[src/rtl/wb_arb_pkg.sv]
// Shared types and constants for the two-master Wishbone arbiter.
package wb_arb_pkg;

    typedef enum logic [1:0] {
        IDLE   = 2'd0,
        GNT_M0 = 2'd1,
        GNT_M1 = 2'd2
    } arb_state_t;

    localparam int M0 = 0;
    localparam int M1 = 1;
    localparam int HOLD_CNT_W = 4;

endpackage

[src/rtl/wb_dual_master_arbiter_if.sv]
// Bus bundle between the two CPU masters, the arbiter and the shared slave.
// The slave modport is the arbiter's view; the master modport is the surroundings.
interface wb_dual_master_arbiter_if #(
    parameter int ADDR_WIDTH = 32,
    parameter int DATA_WIDTH = 32
);
    localparam int SEL_WIDTH = DATA_WIDTH / 8;

    logic                  m0_cyc_i, m0_stb_i, m0_we_i, m0_ack_o;
    logic [ADDR_WIDTH-1:0] m0_adr_i;
    logic [DATA_WIDTH-1:0] m0_dat_i, m0_dat_o;
    logic [SEL_WIDTH-1:0]  m0_sel_i;

    logic                  m1_cyc_i, m1_stb_i, m1_we_i, m1_ack_o;
    logic [ADDR_WIDTH-1:0] m1_adr_i;
    logic [DATA_WIDTH-1:0] m1_dat_i, m1_dat_o;
    logic [SEL_WIDTH-1:0]  m1_sel_i;

    logic                  s_cyc_o, s_stb_o, s_we_o, s_ack_i;
    logic [ADDR_WIDTH-1:0] s_adr_o;
    logic [DATA_WIDTH-1:0] s_dat_o, s_dat_i;
    logic [SEL_WIDTH-1:0]  s_sel_o;

    modport slave (
        input  m0_cyc_i, m0_stb_i, m0_we_i, m0_adr_i, m0_dat_i, m0_sel_i,
        output m0_ack_o, m0_dat_o,
        input  m1_cyc_i, m1_stb_i, m1_we_i, m1_adr_i, m1_dat_i, m1_sel_i,
        output m1_ack_o, m1_dat_o,
        output s_cyc_o, s_stb_o, s_we_o, s_adr_o, s_dat_o, s_sel_o,
        input  s_ack_i, s_dat_i
    );

    modport master (
        output m0_cyc_i, m0_stb_i, m0_we_i, m0_adr_i, m0_dat_i, m0_sel_i,
        input  m0_ack_o, m0_dat_o,
        output m1_cyc_i, m1_stb_i, m1_we_i, m1_adr_i, m1_dat_i, m1_sel_i,
        input  m1_ack_o, m1_dat_o,
        input  s_cyc_o, s_stb_o, s_we_o, s_adr_o, s_dat_o, s_sel_o,
        output s_ack_i, s_dat_i
    );

endinterface

[src/rtl/wb_arb_rr_fsm.sv]
// Round-robin grant FSM with bus lock and a per-grant ack hold limit.
//   state  | meaning
//   IDLE   | no grant, late acks dropped
//   GNT_M0 | instruction-fetch master owns the bus
//   GNT_M1 | data master owns the bus
module wb_arb_rr_fsm
    import wb_arb_pkg::*;
#(
    parameter int MAX_HOLD = 4
) (
    input  logic       clk,
    input  logic       reset,
    input  logic       m0_cyc,
    input  logic       m1_cyc,
    input  logic       s_ack,
    output logic [1:0] gnt_o
);

    arb_state_t            state, state_nxt;
    logic                  last_gnt, last_gnt_nxt;
    logic [HOLD_CNT_W-1:0] hold_cnt, hold_cnt_nxt;
    logic                  hold_limit;

    // True when the ack in flight would be the MAX_HOLD-th of this grant.
    assign hold_limit = ({1'b0, hold_cnt} + 5'd1) >= 5'(MAX_HOLD);

    always_ff @(posedge clk) begin
        if (reset) begin
            state    <= IDLE;
            last_gnt <= 1'(M1);
            hold_cnt <= '0;
        end else begin
            state    <= state_nxt;
            last_gnt <= last_gnt_nxt;
            hold_cnt <= hold_cnt_nxt;
        end
    end

    always_comb begin
        state_nxt    = state;
        last_gnt_nxt = last_gnt;
        hold_cnt_nxt = hold_cnt;

        case (state)
            IDLE: begin
                if (m0_cyc && m1_cyc)
                    state_nxt = (last_gnt == 1'(M1)) ? GNT_M0 : GNT_M1;
                else if (m0_cyc)
                    state_nxt = GNT_M0;
                else if (m1_cyc)
                    state_nxt = GNT_M1;
            end
            GNT_M0: begin
                if (m0_cyc) begin
                    if (s_ack && hold_limit && m1_cyc)
                        state_nxt = GNT_M1;
                end else begin
                    state_nxt = m1_cyc ? GNT_M1 : IDLE;
                end
            end
            GNT_M1: begin
                if (m1_cyc) begin
                    if (s_ack && hold_limit && m0_cyc)
                        state_nxt = GNT_M0;
                end else begin
                    state_nxt = m0_cyc ? GNT_M0 : IDLE;
                end
            end
            default: state_nxt = IDLE;
        endcase

        if (state == IDLE || state_nxt != state)
            hold_cnt_nxt = '0;
        else if (s_ack && hold_cnt != '1)
            hold_cnt_nxt = hold_cnt + 1'b1;

        if (state_nxt == GNT_M0 && state != GNT_M0)
            last_gnt_nxt = 1'(M0);
        else if (state_nxt == GNT_M1 && state != GNT_M1)
            last_gnt_nxt = 1'(M1);
    end

    assign gnt_o = {state == GNT_M1, state == GNT_M0};

endmodule

[src/rtl/wb_dual_master_arbiter.sv]
// Two-master Wishbone B4 classic arbiter: registered grant, combinational
// request mux towards the slave and ack demux back to the granted master.
module wb_dual_master_arbiter
    import wb_arb_pkg::*;
#(
    parameter int ADDR_WIDTH = 32,
    parameter int DATA_WIDTH = 32,
    parameter int MAX_HOLD   = 4
) (
    input  logic                      clk,
    input  logic                      reset,
    wb_dual_master_arbiter_if.slave   bus,
    output logic [1:0]                gnt_o
);

    logic                    cyc_mux, stb_mux, we_mux;
    logic [ADDR_WIDTH-1:0]   adr_mux;
    logic [DATA_WIDTH-1:0]   dat_mux;
    logic [DATA_WIDTH/8-1:0] sel_mux;

    wb_arb_rr_fsm #(.MAX_HOLD(MAX_HOLD)) u_fsm (
        .clk    (clk),
        .reset  (reset),
        .m0_cyc (bus.m0_cyc_i),
        .m1_cyc (bus.m1_cyc_i),
        .s_ack  (bus.s_ack_i),
        .gnt_o  (gnt_o)
    );

    always_comb begin
        cyc_mux = 1'b0;
        stb_mux = 1'b0;
        we_mux  = 1'b0;
        adr_mux = '0;
        dat_mux = '0;
        sel_mux = '0;
        if (gnt_o[M0]) begin
            cyc_mux = bus.m0_cyc_i;
            stb_mux = bus.m0_stb_i;
            we_mux  = bus.m0_we_i;
            adr_mux = bus.m0_adr_i;
            dat_mux = bus.m0_dat_i;
            sel_mux = bus.m0_sel_i;
        end else if (gnt_o[M1]) begin
            cyc_mux = bus.m1_cyc_i;
            stb_mux = bus.m1_stb_i;
            we_mux  = bus.m1_we_i;
            adr_mux = bus.m1_adr_i;
            dat_mux = bus.m1_dat_i;
            sel_mux = bus.m1_sel_i;
        end
    end

    assign bus.s_cyc_o = cyc_mux;
    assign bus.s_stb_o = stb_mux;
    assign bus.s_we_o  = we_mux;
    assign bus.s_adr_o = adr_mux;
    assign bus.s_dat_o = dat_mux;
    assign bus.s_sel_o = sel_mux;

    // Acks raised while idle belong to an aborted cycle and are dropped here.
    assign bus.m0_ack_o = gnt_o[M0] & bus.s_ack_i;
    assign bus.m1_ack_o = gnt_o[M1] & bus.s_ack_i;
    assign bus.m0_dat_o = (gnt_o != 2'b00) ? bus.s_dat_i : '0;
    assign bus.m1_dat_o = (gnt_o != 2'b00) ? bus.s_dat_i : '0;

endmodule

[src/flat_wrapper.sv]
// flat-port wrapper written by rule: the top's interface ports become plain ports
module wb_dual_master_arbiter_flat import wb_arb_pkg::*;
#(
    parameter int ADDR_WIDTH = 32,
    parameter int DATA_WIDTH = 32,
    parameter int MAX_HOLD   = 4
)
  (clk, reset, gnt_o, bus_m0_cyc_i, bus_m0_stb_i, bus_m0_we_i, bus_m0_adr_i, bus_m0_dat_i, bus_m0_sel_i, bus_m0_ack_o, bus_m0_dat_o, bus_m1_cyc_i, bus_m1_stb_i, bus_m1_we_i, bus_m1_adr_i, bus_m1_dat_i, bus_m1_sel_i, bus_m1_ack_o, bus_m1_dat_o, bus_s_cyc_o, bus_s_stb_o, bus_s_we_o, bus_s_adr_o, bus_s_dat_o, bus_s_sel_o, bus_s_ack_i, bus_s_dat_i);
  wb_dual_master_arbiter_if #(.ADDR_WIDTH(ADDR_WIDTH), .DATA_WIDTH(DATA_WIDTH)) bus_i ();
  input  logic clk;
  input  logic reset;
  output logic [1:0] gnt_o;
  input wire logic [$bits(bus_i.m0_cyc_i)-1:0] bus_m0_cyc_i;
  input wire logic [$bits(bus_i.m0_stb_i)-1:0] bus_m0_stb_i;
  input wire logic [$bits(bus_i.m0_we_i)-1:0] bus_m0_we_i;
  input wire logic [$bits(bus_i.m0_adr_i)-1:0] bus_m0_adr_i;
  input wire logic [$bits(bus_i.m0_dat_i)-1:0] bus_m0_dat_i;
  input wire logic [$bits(bus_i.m0_sel_i)-1:0] bus_m0_sel_i;
  output wire logic [$bits(bus_i.m0_ack_o)-1:0] bus_m0_ack_o;
  output wire logic [$bits(bus_i.m0_dat_o)-1:0] bus_m0_dat_o;
  input wire logic [$bits(bus_i.m1_cyc_i)-1:0] bus_m1_cyc_i;
  input wire logic [$bits(bus_i.m1_stb_i)-1:0] bus_m1_stb_i;
  input wire logic [$bits(bus_i.m1_we_i)-1:0] bus_m1_we_i;
  input wire logic [$bits(bus_i.m1_adr_i)-1:0] bus_m1_adr_i;
  input wire logic [$bits(bus_i.m1_dat_i)-1:0] bus_m1_dat_i;
  input wire logic [$bits(bus_i.m1_sel_i)-1:0] bus_m1_sel_i;
  output wire logic [$bits(bus_i.m1_ack_o)-1:0] bus_m1_ack_o;
  output wire logic [$bits(bus_i.m1_dat_o)-1:0] bus_m1_dat_o;
  output wire logic [$bits(bus_i.s_cyc_o)-1:0] bus_s_cyc_o;
  output wire logic [$bits(bus_i.s_stb_o)-1:0] bus_s_stb_o;
  output wire logic [$bits(bus_i.s_we_o)-1:0] bus_s_we_o;
  output wire logic [$bits(bus_i.s_adr_o)-1:0] bus_s_adr_o;
  output wire logic [$bits(bus_i.s_dat_o)-1:0] bus_s_dat_o;
  output wire logic [$bits(bus_i.s_sel_o)-1:0] bus_s_sel_o;
  input wire logic [$bits(bus_i.s_ack_i)-1:0] bus_s_ack_i;
  input wire logic [$bits(bus_i.s_dat_i)-1:0] bus_s_dat_i;
  assign bus_i.m0_cyc_i = bus_m0_cyc_i;
  assign bus_i.m0_stb_i = bus_m0_stb_i;
  assign bus_i.m0_we_i = bus_m0_we_i;
  assign bus_i.m0_adr_i = bus_m0_adr_i;
  assign bus_i.m0_dat_i = bus_m0_dat_i;
  assign bus_i.m0_sel_i = bus_m0_sel_i;
  assign bus_m0_ack_o = bus_i.m0_ack_o;
  assign bus_m0_dat_o = bus_i.m0_dat_o;
  assign bus_i.m1_cyc_i = bus_m1_cyc_i;
  assign bus_i.m1_stb_i = bus_m1_stb_i;
  assign bus_i.m1_we_i = bus_m1_we_i;
  assign bus_i.m1_adr_i = bus_m1_adr_i;
  assign bus_i.m1_dat_i = bus_m1_dat_i;
  assign bus_i.m1_sel_i = bus_m1_sel_i;
  assign bus_m1_ack_o = bus_i.m1_ack_o;
  assign bus_m1_dat_o = bus_i.m1_dat_o;
  assign bus_s_cyc_o = bus_i.s_cyc_o;
  assign bus_s_stb_o = bus_i.s_stb_o;
  assign bus_s_we_o = bus_i.s_we_o;
  assign bus_s_adr_o = bus_i.s_adr_o;
  assign bus_s_dat_o = bus_i.s_dat_o;
  assign bus_s_sel_o = bus_i.s_sel_o;
  assign bus_i.s_ack_i = bus_s_ack_i;
  assign bus_i.s_dat_i = bus_s_dat_i;
  wb_dual_master_arbiter #(.ADDR_WIDTH(ADDR_WIDTH), .DATA_WIDTH(DATA_WIDTH), .MAX_HOLD(MAX_HOLD)) u_core (.clk(clk), .reset(reset), .bus(bus_i), .gnt_o(gnt_o));
endmodule
[config.mk]
export PLATFORM = sky130hd
export DESIGN_NAME = wb_dual_master_arbiter_flat
export DESIGN_NICKNAME = d
export VERILOG_FILES = /design/src/rtl/wb_arb_pkg.sv /design/src/rtl/wb_dual_master_arbiter_if.sv /design/src/rtl/wb_arb_rr_fsm.sv /design/src/rtl/wb_dual_master_arbiter.sv /design/src/flat_wrapper.sv
export SDC_FILE = /design/constraint.sdc
export NUM_CORES = 1
export LEC_CHECK = 0
export ABC_AREA = 1
export ABC_CLOCK_PERIOD_IN_PS = 2600
export CAP_MARGIN = 20
export CORE_AREA = 5 5 119 121
export CTS_CLUSTER_DIAMETER = 200
export DETAILED_ROUTE_END_ITERATION = 8
export DIE_AREA = 0 0 124 126
export PLACE_DENSITY_LB_ADDON = 0.3
export SLEW_MARGIN = 20
export SYNTH_ARGS = -nofsm -noshare
export SYNTH_HDL_FRONTEND = slang
export SYNTH_SLANG_ARGS = --single-unit
[constraint.sdc]
create_clock -name clk -period 2.6 [get_ports clk]
set_clock_uncertainty 0.15 [all_clocks]
set_input_delay 0.39 -clock clk [delete_from_list [all_inputs] [get_ports clk]]
set_output_delay 0.39 -clock clk [all_outputs]
set_load 0.005 [all_outputs]
==> results of run 1 <==
synth_stat cells, drive strengths merged:
library cell  instances
xor2                  2
nor3b                 1
dfxtp                 7
nor3                  6
o21a                  1
clkinv                1
o21ai                 4
inv                  45
ha                    6
mux2i                 1
nor2                 10
a21boi                1
clkbuf               15
buf                  44
a21oi                 4
nand2               195
nand3                77
flip-flops by register name (all words and copies together) (netlist names):
name                   count
u_core.u_fsm.last_gnt      1
u_core.u_fsm.state         2
u_core.u_fsm.hold_cnt      4
per-layer routing:
layer | track usage | vias to the layer above | part of all wire
met1 | 0.142 | 1600 | 0.34
met5 | 0 | - | 0
met2 | 0.296 | 208 | 0.52
met4 | 0.0303 | 0 | 0.011
li1 | - | 1789 | -
met3 | 0.0534 | 10 | 0.13
what timing repair did:
item | CTS | global route
gates resized for setup | 1 | 1
cloned | 0 | 1
setup endpoints to repair | 4 | 124
kinds of logic after synthesis:
| family | count (synthesis) |
|---|---|
| flops | 7 |
| compound gates | 10 |
| simple gates | 289 |
| buf+inv | 105 |
| fa+ha+maj | 6 |
| mux | 1 |
| xor+xnor | 2 |
layout by cell type, fill, tap and decap left out, types with 2 or more instances in the layout:
cell | netlist | routed
inv_1 | 42 | 42
inv_2 | 3 | 3
xor2_1 | 2 | 2
a21oi_1 | 2 | 2
nand3_2 | 4 | 4
buf_4 | 34 | 2
nor3_1 | 2 | 2
a21oi_2 | 2 | 2
nor3_2 | 4 | 4
nand3_1 | 72 | 72
ha_1 | 6 | 4
buf_12 | 0 | 5
nand2_2 | 11 | 11
o21ai_1 | 4 | 4
dfxtp_1 | 7 | 5
dfxtp_2 | 0 | 2
nand2_1 | 183 | 183
ha_2 | 0 | 2
clkdlybuf4s50_1 | 0 | 315
clkbuf_16 | 0 | 4
nor2_1 | 9 | 9
worst paths after layout:
check	from	endpoint	slack, ps	depth (start not counted)
worst min-delay path	u_core.u_fsm.last_gnt$_SDFFE_PP1P_	u_core.u_fsm.last_gnt$_SDFFE_PP1P_	400	4
worst max register to register	u_core.u_fsm.state[0]$_SDFF_PP0_	u_core.u_fsm.hold_cnt[0]$_SDFFE_PP0P_	360	11
worst min register to register	u_core.u_fsm.last_gnt$_SDFFE_PP1P_	u_core.u_fsm.last_gnt$_SDFFE_PP1P_	400	4
worst max-delay path	u_core.u_fsm.state[1]$_SDFF_PP0_	bus_s_dat_o[21]	90	6
through the flow:
stage / setup slack [ps] / std cells / utilization
6_report: 86.8 / 864 / 0.413
5_1_grt: -41.9 / 864 / 0.413
4_1_cts: 5.82 / 863 / 0.411
3_5_place_dp: 246 / 859 / 0.405
3_3_place_gp: 228 / 859 / 0.405
2_1_floorplan: 530 / 420 / -
critical path: stages, from the launching register on:
cell             delay [ps]
dfxtp_2                 340
inv_1                   130
ha_2                    240
buf_4                   320
nand2_1                  90
nand2_1                  80
clkdlybuf4s50_1         510
power breakdown:
| part | internal, mW | switching (mW) |
|---|---|---|
| Sequential | 0.119 | 0.0114 |
| Combinational | 1.00 | 0.701 |
| Clock | 0.204 | 0.0563 |
cell type report:
| type | count | area share |
|---|---|---|
| clock buffers | 4 | 0.0147 |
| inverters | 46 | 0.0324 |
| multi-input cells | 308 | 0.271 |
| flip-flops and latches | 7 | 0.0266 |
| well taps | 176 | 0.0411 |
| repair buffers | 323 | 0.614 |
==> run_results.csv, run 1 <==
group,metric,value,unit
die,ios,316,
worst_setup_path,start_kind,"flop",
die,fp-row-count,42,
layout,fillers,1342,
clock_network,clkSinkCount,7,
yosys,synth_largest_area_cell,"nand2_1",
layout,drive_above_1_share,0.0625,
placed_design,dp.final_hpwl,10400,um
detailed_routing,vias,3607,
yosys,synthMuxAreaShare,0.00474,
die,dieArea,15600,um^2
worst_setup_path,required,2060,ps
yosys,ys_ff_latch,7,
clock_network,clk_path_buf_depth,2,
clock_network,cts_buffers,3,
yosys,synth_top_family_by_area,"simple AND/OR/NAND/NOR gates",
die,fp.dieH,126,um
die,die_w,124,um
detailed_routing,avgViaCountPerCell,4.17,
power,peakVddDrop,256,uV
yosys,synthCells,420,
sta,max-slew-margin-rel,0.746,
yosys,synth.distinct_cells,27,
detailed_routing,ant_nets,0,
layout,antenna_cells,0,
hold_path,min_path_type,"flop to flop",
sta,worstMarginPinSlew,378,ps
yosys,netlist.area_leader.share,0.325,
layout,seqCellArea,143,um^2
yosys,syn-num-nets,603,
sta,finalMaxSlewViolations,0,
detailed_routing,wl,13000,um
power,p_leak,2.50,nW
yosys,synth_area_per_cell,5.03,um^2
layout,final_nets,872,
worst_setup_path,path_max_fanout,30,
worst_setup_path,crit_path_end_kind,"primary output",
yosys,yosysSeqAreaShare,0.0664,
detailed_routing,first_pass_iters,4,
detailed_routing,post-route-drc-count,0,
placed_design,place_area,5260,um^2
yosys,yosysWarnings,0,
layout,postLayoutCellArea,5360,um^2
clock_network,htree_levels,1,
grt,grt_pass1_wl,18900,um
yosys,synth_fa_ha_area_frac,0.0355,
worst_setup_path,crit_arrival,1970,ps
clock_network,clock_latency,230,ps
grt,grt_max_degree,75,
yosys,syn_area,2110,um^2
clock_network,cts_tree,"done",
detailed_routing,routedWlPerCell,15.0,um
clock_network,root_buffer,"clkbuf_16",
sta,setup_viol,0,
sta,finalHoldViolCount,0,
yosys,synth-compound-area-share,0.0296,
grt,grt_pass1_vias,3818,
grt,grt-ovfl-total,0,
detailed_routing,drtIter0Drc,119,
grt,grt_usage,0.148,
placed_design,numPortBuffers,315,
clock_network,cts_hold_buf,0,
yosys,ys_top_cells_by_area,"nand2_1 (33%), nand3_1 (17%), buf_4 (12%)",
layout,area_growth,154,%
clock_network,clk_pin_slew,40,ps
power,powerDensity,390,nW/um^2
yosys,synth-simple-area-share,0.607,
sta,fin_hold_ws,402,ps
grt,antenna_found_initial,0,
power,power,2.09,mW
run_status,outcome,"finished, final reports clean",
yosys,yosys.area_share.xor_xnor,0.00829,
placed_design,gp_congestion,0.867,
layout,multi_input_area,1450,um^2
die,core_area,13000,um^2
die,start_util,0.163,
flow_run,maxCapViolCount,0,
clock_network,post_cts_buffers,0,
sta,rsz0062_at_grt,"true",
sta,tns,0,ps
sta,post-route-period-util,0.967,
sta,fmax,398,MHz
worst_setup_path,crit_type,"flop to primary output",
sta,min_period,2510,ps
Power figures use the tool's default switching activity.
==> run 2: changes to the inputs <==
--- a/config.mk
+++ b/config.mk
@@ -6,7 +6,6 @@
 export NUM_CORES = 1
 export LEC_CHECK = 0
 export ABC_AREA = 1
-export ABC_CLOCK_PERIOD_IN_PS = 2600
 export CAP_MARGIN = 20
 export CORE_AREA = 5 5 119 121
 export CTS_CLUSTER_DIAMETER = 200
==> constraint.sdc (replaced) <==
create_clock -name clk -period 2.8 [get_ports clk]
set_clock_uncertainty 0.15 [all_clocks]
set_input_delay 0.42 -clock clk [delete_from_list [all_inputs] [get_ports clk]]
set_output_delay 0.42 -clock clk [all_outputs]
set_load 0.005 [all_outputs]
==> run_results.csv, run 2 (synthesis results as in run 1) <==
group,metric,value,unit
run_status,outcome,"finished, final reports clean",
worst_setup_path,path_max_fanout,38,
layout,mostFrequentLayoutCells,"clkdlybuf4s50_1 (315), nand2_1 (183), nand3_1 (72)",
detailed_routing,first_pass_iters,4,
detailed_routing,routedWlPerCell,14.2,um
detailed_routing,post-route-drc-count,0,
grt,met1_usage,0.144,
die,die_w,124,um
worst_setup_path,crit_path_end_kind,"primary output",
clock_network,root_buffer,"clkbuf_16",
layout,finalNonFillerCells,864,
die,dieArea,15600,um^2
die,fp.dieH,126,um
power,pwr-share-comb,0.810,
flow_run,maxCapViolCount,0,
placed_design,numPlacedInstances,860,
detailed_routing,wl,12300,um
grt,grt-ovfl-total,0,
worst_setup_path,worstPathCellList,"inv_1 > ha_2 > inv_2 > buf_12 > nand3_1 > nand2_1 > clkdlybuf4s50_1",
detailed_routing,vias,3568,
placed_design,numPortBuffers,315,
worst_setup_path,max_stage_delay,520,ps
sta,tns,0,ps
power,p_sw,0.696,mW
sta,finalHoldViolCount,0,
grt,grt_busiest_layer,"met2",
worst_setup_path,r2r_end,"u_core.u_fsm.hold_cnt[0]$_SDFFE_PP0P_",
die,start_util,0.163,
grt,antenna_found_initial,0,
power,seqPwrFrac,0.063,
sta,setup_viol,0,
sta,finalMaxSlewViolations,0,
layout,final_common_cell,"clkdlybuf4s50_1",
sta,fmax,377,MHz
layout,final_nets,872,
detailed_routing,avgViaCountPerCell,4.13,
grt,grt_usage,0.141,
layout,drive_above_1_share,0.0596,
clock_network,cts_buffers,3,
worst_setup_path,required,2230,ps
power,peakVddDrop,234,uV
placed_design,dp.final_hpwl,10300,um
sta,max-slew-margin-rel,0.765,
worst_setup_path,critPathTopFamily,"buffers and inverters",
layout,largestRegisters,"u_core.u_fsm.hold_cnt: 4 flops, u_core.u_fsm.state: 2 flops, u_core.u_fsm.last_gnt: 1 flops",
detailed_routing,drtIter0Drc,78,
sta,rsz0062_at_grt,"false",
die,ios,316,
grt,grt_max_degree,40,
clock_network,clk_pin_slew,40,ps
worst_setup_path,start_kind,"flop",
worst_setup_path,critPathBufInv,4,
hold_path,worstHoldStart,"u_core.u_fsm.last_gnt$_SDFFE_PP1P_",
grt,grt_use_met3,0.0457,
clock_network,clock_latency,230,ps
layout,antenna_cells,0,
clock_network,clkSinkCount,7,
grt,grt_pass1_vias,3605,
sta,worstMarginPinSlew,353,ps
worst_setup_path,reg2reg_depth,11,
power,p_int,1.22,mW
sta,min_period,2650,ps
power,p_leak,2.49,nW
hold_path,min_path_type,"flop to flop",
worst_setup_path,rrSetupSlack,710,ps
power,netSwitchingFraction,0.364,
clock_network,cts_tree,"done",
worst_setup_path,crit_type,"flop to primary output",
detailed_routing,ant_nets,0,
hold_path,whs_endpoint,"u_core.u_fsm.last_gnt$_SDFFE_PP1P_",
placed_design,gp_congestion,0.836,
layout,area_growth,152,%
worst_setup_path,r2r_start,"u_core.u_fsm.state[0]$_SDFF_PP0_",
grt,met2_usage,0.280,
clock_network,cts_hold_buf,0,
clock_network,cts.repair.resized,0,
die,fp-row-count,42,
worst_setup_path,crit_path_start,"u_core.u_fsm.state[1]$_SDFF_PP0_",
hold_path,hold_path_depth,4,
worst_setup_path,critPathSlowestCell,"clkdlybuf4s50_1",
clock_network,post_cts_buffers,0,
worst_setup_path,crit_arrival,2080,ps
die,core_area,13000,um^2
sta,post-route-period-util,0.946,
grt,grt_pass1_wl,18100,um
clock_network,clk_path_buf_depth,2,
power,power_frac_clock,0.127,
layout,largest-register,"u_core.u_fsm.hold_cnt",
layout,largest_register_ffs,4,
power,powerDensity,359,nW/um^2
clock_network,htree_levels,1,
-- run 2: cell count changes in the layout (fill, tap and decap cells not counted), sizes merged --
cell / previous run / this run
clkbuf: 5 / 4
buf: 7 / 8
-- run 2: how the worst max path moves through the flow --
stage	to	slack [ps]	cells after the start
2_1_floorplan	bus_s_adr_o[0]	700	8
3_5_place_dp	bus_s_dat_o[21]	390	6
3_3_place_gp	bus_s_cyc_o	410	6
6_report	bus_s_dat_o[3]	150	7
5_1_grt	bus_s_adr_o[27]	10	6
4_1_cts	bus_s_dat_o[21]	140	6
-- run 2: stage by stage --
stage / instance area, um^2 / utilization / hold slack [ps] / total power, mW / setup slack, ps
after floorplan: 2110 / - / 342 / 0.748 / 700
after global placement: 5250 / 0.404 / 392 / 1.68 / 408
after detailed placement: 5250 / 0.404 / 400 / 1.69 / 388
after CTS: 5330 / 0.411 / 408 / 1.95 / 139
after global routing: 5330 / 0.411 / 482 / 2.07 / 10.4
final: 5330 / 0.411 / 399 / 1.91 / 150
-- run 2: worst min-delay path: stages (launching register included) --
cell	delay, ps
dfxtp_1	310
inv_2	40
o21ai_1	60
o21ai_1	70
nand2_1	40
-- run 2: power by group through the flow --
stage,clock network [mW],registers [mW],logic (mW)
after floorplan,0,0.119,0.630
after global placement,0,0.120,1.56
after detailed placement,0,0.121,1.57
after CTS,0.247,0.119,1.58
after global routing,0.253,0.121,1.69
final,0.243,0.120,1.55
-- run 2: cell type report --
class / count / area [um^2]
well taps: 176 / 220
repair buffers: 323 / 3260
clock buffers: 4 / 78.8
inverters: 46 / 174
flip-flops and latches: 7 / 140
fillers: 1356 / 7650
multi-input cells: 308 / 1450
-- run 2: layer usage --
layer  vias up  routed length (um)
li1       1792                   -
met5         -                   0
met4         0                  91
met3         8                1530
met1      1562                4350
met2       206                6300
